## src/rtl/div_ctrl_pkg.sv

```systemverilog
// Shared defaults and state encoding for the programmable clock divider.
package div_ctrl_pkg;

  localparam int unsigned CNT_W_DEF       = 26;
  localparam int unsigned DEFAULT_DIV_DEF = 25_000_000;

  typedef enum logic {
    IDLE = 1'b0,
    RUN  = 1'b1
  } state_t;

endpackage

```

## src/rtl/div_counter.sv

```systemverilog
// Half-period counter with terminal-count detect and registered q/tick outputs.
module div_counter
  import div_ctrl_pkg::*;
#(
  parameter int unsigned CNT_W = CNT_W_DEF
) (
  input  logic             clk,
  input  logic             reset,
  input  logic             run,
  input  logic [CNT_W-1:0] div,
  output logic             tc,
  output logic             q,
  output logic             tick
);

  logic [CNT_W-1:0] count;

  assign tc = run && (count == (div - CNT_W'(1)));

  // Dropping run clears everything, so entering RUN always starts from zero with q low.
  always_ff @(posedge clk or negedge reset) begin
    if (!reset) begin
      count <= '0;
      q     <= 1'b0;
      tick  <= 1'b0;
    end else if (!run) begin
      count <= '0;
      q     <= 1'b0;
      tick  <= 1'b0;
    end else if (tc) begin
      count <= '0;
      q     <= ~q;
      tick  <= 1'b1;
    end else begin
      count <= count + CNT_W'(1);
      tick  <= 1'b0;
    end
  end

endmodule

```

## src/rtl/div_ctrl.sv

```systemverilog
// Divider controller: IDLE/RUN FSM, config handshake, divide register and pending update.
module div_ctrl
  import div_ctrl_pkg::*;
#(
  parameter int unsigned CNT_W       = CNT_W_DEF,
  parameter int unsigned DEFAULT_DIV = DEFAULT_DIV_DEF
) (
  input  logic             clk,
  input  logic             reset,
  input  logic             cfg_valid,
  input  logic [CNT_W-1:0] cfg_div,
  output logic             cfg_ready,
  input  logic             start,
  input  logic             stop,
  output logic             q,
  output logic             tick,
  output logic             busy,
  output logic             cfg_err
);

  state_t           state;
  logic [CNT_W-1:0] div_reg;
  logic [CNT_W-1:0] pend_div;
  logic             pend_valid;
  logic             run;
  logic             tc;
  logic             cfg_fire;

  assign busy      = (state == RUN);
  assign cfg_ready = (state == IDLE) || !pend_valid;
  assign cfg_fire  = cfg_valid && cfg_ready;
  assign run       = (state == RUN) && !stop;

  div_counter #(
    .CNT_W(CNT_W)
  ) u_counter (
    .clk  (clk),
    .reset(reset),
    .run  (run),
    .div  (div_reg),
    .tc   (tc),
    .q    (q),
    .tick (tick)
  );

  always_ff @(posedge clk or negedge reset) begin
    if (!reset) begin
      state      <= IDLE;
      div_reg    <= CNT_W'(DEFAULT_DIV);
      pend_div   <= '0;
      pend_valid <= 1'b0;
      cfg_err    <= 1'b0;
    end else begin
      case (state)
        IDLE: if (start && !stop) state <= RUN;
        RUN:  if (stop) state <= IDLE;
        default: state <= IDLE;
      endcase

      // A pending value exists only in RUN and blocks the handshake, so these never collide.
      if ((state == RUN) && (tc || stop) && pend_valid) begin
        div_reg    <= pend_div;
        pend_valid <= 1'b0;
      end

      if (cfg_fire) begin
        if (cfg_div == '0) begin
          cfg_err <= 1'b1;
        end else begin
          cfg_err <= 1'b0;
          if ((state == IDLE) || tc || stop) begin
            div_reg <= cfg_div;
          end else begin
            pend_div   <= cfg_div;
            pend_valid <= 1'b1;
          end
        end
      end
    end
  end

endmodule

```

## config.mk

```make
export PLATFORM = sky130hd
export DESIGN_NAME = div_ctrl
export DESIGN_NICKNAME = d
export VERILOG_FILES = /design/src/rtl/div_ctrl_pkg.sv /design/src/rtl/div_counter.sv /design/src/rtl/div_ctrl.sv
export SDC_FILE = /design/constraint.sdc
export NUM_CORES = 1
export LEC_CHECK = 0
export ABC_CLOCK_PERIOD_IN_PS = 3700
export BUFFER_PORTS_ARGS = -buffer_cell sky130_fd_sc_hd__buf_4
export CAP_MARGIN = 40
export CORE_MARGIN = 2
export CORE_UTILIZATION = 63
export CTS_BUF_LIST = sky130_fd_sc_hd__clkbuf_8
export CTS_CLUSTER_SIZE = 30
export DETAILED_ROUTE_END_ITERATION = 6
export GPL_TIMING_DRIVEN = 0
export PLACE_DENSITY = 0.83
export SLEW_MARGIN = 20
export SYNTH_ARGS = -nofsm -noshare
export SYNTH_HDL_FRONTEND = slang
export SYNTH_SLANG_ARGS = --single-unit
```

## constraint.sdc

```tcl
create_clock -name clk -period 3.7 [get_ports clk]
set_input_delay 0.37 -clock clk [delete_from_list [all_inputs] [get_ports clk]]
set_output_delay 0.37 -clock clk [all_outputs]
set_load 0.01 [all_outputs]
```

* Word level (Yosys, flattened, before mapping) *
Index checks and enable logic that the tools add are counted.

operators by class
  add/sub/neg operators = 2
  equality and inequality tests = 2
  mux-type cells = 18
  bitwise gates (word level) = 4
  reductions and logical operators = 14

operator list
  operator                                                               number
  26-bit two-way mux                                                     6
  26-bit by 1-bit adder with 26-bit output (second input constant)       1
  26-bit equality test                                                   1
  26-bit zero test                                                       1
  26-bit by 1-bit subtractor with 26-bit output (second input constant)  1
  1-bit two-way mux                                                      11
  1-bit logical AND                                                      6
  1-bit logical OR                                                       4
  1-bit inverter                                                         4
  3-bit AND reduction                                                    1
  1-bit zero test                                                        2
  2-bit inequality test (second input constant)                          1
  1-bit one-hot mux with 2 select lines                                  1

word-level totals
  flip-flop bits (word level) = 83
  bits of input ports = 31
  output and inout bits = 5
  logic and storage cells = 48

* Longest topological paths before layout *
  depth in word-level cells = 10
  mapped depth = 12
  gate-level depth less buffers = 10

* By module *
A second synthesis with hierarchy kept.

unflattened totals
  cells, all modules = 440
  area, all modules = 4942.2 um2

modules (own cells, without submodules)
  module       instances  cells an instance  area each (um2)  seq. area each (um2)
  div_ctrl     1          164                2615.0           1391.3
  div_counter  1          276                2327.2           700.7

* Least setup slack after synthesis *
OpenSTA, ideal clock, no wires.

  path kind = register to register
  from = register div_reg[0]
  to = register pend_div[10]
  setup time = 0.127 ns
  arrival time = 3.162 ns
  path slack = 0.410 ns
  cell stages (with the launch flop) = 11
  buffers on the path = 2
  period minus slack after synthesis = 3.290 ns
  cells stage by stage = dfrtp_1 -> or4_1 -> buf_2 -> or4_1 -> o31a_1 -> o22ai_1 -> and4bb_1 -> o2111a_2 -> nor3_4 -> buf_6 -> mux2_1

on the way
  longest elaborated chain between the ends = 7

RTL lines
  item                                           RTL line           text
  from (decl)                                    div_ctrl.sv:22     logic [CNT_W-1:0] div_reg;
  from (signal assigned)                         div_ctrl.sv:49     div_reg <= CNT_W'(DEFAULT_DIV);
  from (signal assigned)                         div_ctrl.sv:62     div_reg <= pend_div;
  from (signal assigned)                         div_ctrl.sv:72     div_reg <= cfg_div;
  26-bit by 1-bit subtractor with 26-bit output  div_counter.sv:18  assign tc = run && (count == (div - CNT_W'(1)));
  26-bit equality test                           div_counter.sv:18
  1-bit logical AND                              div_counter.sv:18
  1-bit logical OR (2 in series)                 div_ctrl.sv:71     if ((state == IDLE) || tc || stop) begin
  1-bit inverter (no line)                       --
  3-bit AND reduction (no line)                  --
  to (signal assigned)                           div_ctrl.sv:74     pend_div <= cfg_div;
  to (decl)                                      div_ctrl.sv:23     logic [CNT_W-1:0] pend_div;

No other way between the ends.
A chain may end at the register's enable or synchronous reset.

* Worst setup path after layout *
  from = register div_reg[17]
  to = register pend_div[19]

The elaborated chain is that of the path after synthesis.

==> flow_metrics.py <==
metrics = {
    "timing": {
        "fin_crit_ns": 3.608,
        "worst_slack_ns": 0.09167,
        "hold_ws_ns": 0.2121,
        "fin_skew_ns": 0.01858,
        "setup_viol_count_final": 0,
        "slew_headroom_pct": 43.04,
        "worstMarginPinSlew_ns": 0.8507,
        "hold_violations": 0,
        "finalCritPeriodShare_pct": 97.52,
        "max_freq_ghz": 0.2771,
        "drv_slew": 0,
    },
    "synth": {
        "synth.cell_area_um2": 5215,
        "synth-edff-count": 0,
        "synth.top_cell.area_share_pct": 34.07,
        "syn_nets": 580,
        "synth.avg_cell_area_um2": 9.534,
        "synth_seq_cells": 83,
        "yosysWarnings": 0,
        "ys_seq_area_share_pct": 40.12,
        "synth_cell_types": 58,
        "synth_flop_cell": "dfrtp_1",
        "synth_top_area_cell": "dfrtp_1",
        "synth_most_common_cell": "dfrtp_1",
        "synth_cells": 547,
        "synth_common_cells": "dfrtp_1, nor2_1, xnor2_1",
        "synthArstFlopShare_pct": 100.0,
        "synth_area_leaders": "dfrtp_1, dfstp_2, xnor2_1",
    },
    "power": {
        "p_per_area_nw_per_um2": 401.0,
        "irDropWorstVdd_mv": 0.3211,
        "leakagePower_uw": 0.002258,
    },
    "cts": {
        "root_buffer": "clkbuf_8",
        "clock-sinks": 83,
        "clock_latency_ns": 0.38,
        "path_clk_slew_ns": 0.10,
        "cts_tree": "done",
        "cts-buffers-inserted": 9,
        "clockBufferDepth": 2,
        "htree_levels": 3,
    },
    "floorplan": {
        "die-area_um2": 9021,
        "row_count": 33,
        "chipWidth_um": 94.98,
        "core_area_um2": 8134,
        "fp.dieH_um": 94.98,
        "ios": 36,
        "start_util_pct": 64.11,
    },
    "cells_and_area": {
        "final_nets": 635,
        "n_antenna_cell": 0,
        "finalInstanceArea_um2": 6022,
        "nFillCells": 576,
        "drive_above_1_share_pct": 18.95,
        "area_growth_syn_to_layout_pct": 15.48,
    },
    "placement": {
        "numPortBuffers": 35,
        "gp_congestion": 0.9122,
        "pre_cts_ws_ns": -0.1768,
        "dp_hpwl_um": 10140,
        "post_dp_cell_area_um2": 5629,
    },
    "critical_path": {
        "cp.required_ns": 3.97,
        "path_max_fanout": 8,
        "start_kind": "register",
        "critPathArrivalTime_ns": 3.88,
        "end_kind": "register",
        "path_class": "register to register",
    },
    "drt": {
        "drtIter0Drc": 292,
        "viasPerCell": 6.503,
        "wl_per_cell_um": 19.14,
        "vias": 4630,
        "drc": 0,
        "antenna_left": 0,
        "firstDrtPassIters": 5,
        "drt-total-wl_um": 13630,
    },
    "worst_hold_path": {
        "hp-class": "input pin to register",
    },
    "global_routing": {
        "grtUsageTotal_pct": 31.26,
        "grt_max_degree": 45,
        "grt_antenna_before_repair": 0,
        "grt_pass1_vias": 4432,
        "grt_pass1_wl_um": 21760,
        "grt_remaining_overflow": 0,
    },
    "job": {
        "drv_cap": 0,
    },
    "outcome": {
        "status": "finished clean",
    },
}
[final timing paths]
check | endpoint | startpoint | slack (ns) | cells past startpoint
worst max-delay path | pend_div[19] | div_reg[17] | 0.09 | 11
worst min-delay path | busy | start | 0.21 | 3
worst max register to register | pend_div[19] | div_reg[17] | 0.09 | 11
worst min register to register | pend_div[8] | pend_div[8] | 0.49 | 1
max in group asynchronous | div_reg[6] | reset | 2.51 | 3
min in group asynchronous | u_counter.count[9] | reset | 0.51 | 2
[cell usage in the layout, fill, tap and decap left out, drive strengths merged, types with 7 or more instances in the layout]
cell / instances
nand2b: 7
nor2b: 27
nand2: 16
clkbuf: 37
nor4: 19
dfrtp: 71
buf: 58
or4: 7
o2111ai: 29
a31oi: 27
nor3: 10
a211oi: 27
a22oi: 25
nor2: 50
mux2: 26
dfstp: 12
xor2: 26
xnor2: 31
nand3: 22
and3: 12
inv: 11
[worst max-delay path, cell delays in order, from the launching register on]
cell and delay (ns):
dfrtp_1 0.37, clkbuf_1 0.18, or4_4 0.61, or2_1 0.25, or4_1 0.47, a21oi_1 0.24
a311oi_2 0.12, o2111a_2 0.37, nor3_4 0.18, buf_4 0.19, clkbuf_4 0.19, mux2_1 0.33
[logic make-up after synthesis]
family	count (synthesis)	synth area share, %
xor+xnor	57	9.573
fa+ha+maj	2	0.4798
buf+inv	50	4.223
simple gates	194	20.59
compound gates	134	19.22
mux	27	5.806
flops	83	40.12
[metrics by stage]
stage,cells,TNS (ns),total power [µW],utilization [%]
after floorplan,547,0,1523,-
after global placement,687,-3.565,1684,68.96
after detailed placement,688,-3.982,1710,69.20
after CTS,705,0,2384,71.97
after global routing,712,-0.6714,2530,74.03
final,712,0,2415,74.03
[where the power goes]
group / switching [µW] / leakage, µW / internal, µW / total, µW
Clock: 364 / 0.000107 / 319 / 683
Combinational: 301 / 0.00114 / 247 / 548
Sequential: 130 / 0.00101 / 1050 / 1180
Total: 795 / 0.00226 / 1620 / 2410
[timing repair]
| item | CTS | global route |
|---|---|---|
| setup buffers | 0 | 8 |
| hold buffers | 1 | 0 |
| endpoints found under the hold margin | 31 | 0 |
| pin swaps | 0 | 4 |
| resized for setup | 3 | 27 |
| gates cloned | 0 | 1 |
| endpoints found under the setup margin | 43 | 68 |
[cell type report]
| cell class | instances | area, µm² | share of cell area [%] |
|---|---|---|---|
| repair buffers | 46 | 360.3 | 5.984 |
| clock inverters | 7 | 76.32 | 1.267 |
| well taps | 105 | 131.4 | 2.182 |
| multi-input cells | 414 | 3014 | 50.05 |
| clock buffers | 9 | 123.9 | 2.057 |
| flip-flops and latches | 83 | 2095 | 34.78 |
| plain buffers | 41 | 195.2 | 3.241 |
| inverters | 7 | 26.28 | 0.4363 |
[routing by layer]
| metal | up-vias | routed length, µm | global-route usage, % |
|---|---|---|---|
| met4 | 0 | 376 | 11.11 |
| met5 | - | 0 | 0 |
| met2 | 187 | 6519 | 51.65 |
| li1 | 2182 | - | - |
| met1 | 2224 | 5864 | 41.11 |
| met3 | 37 | 868 | 5.906 |
Note: power is estimated with default switching activity, not from simulation.
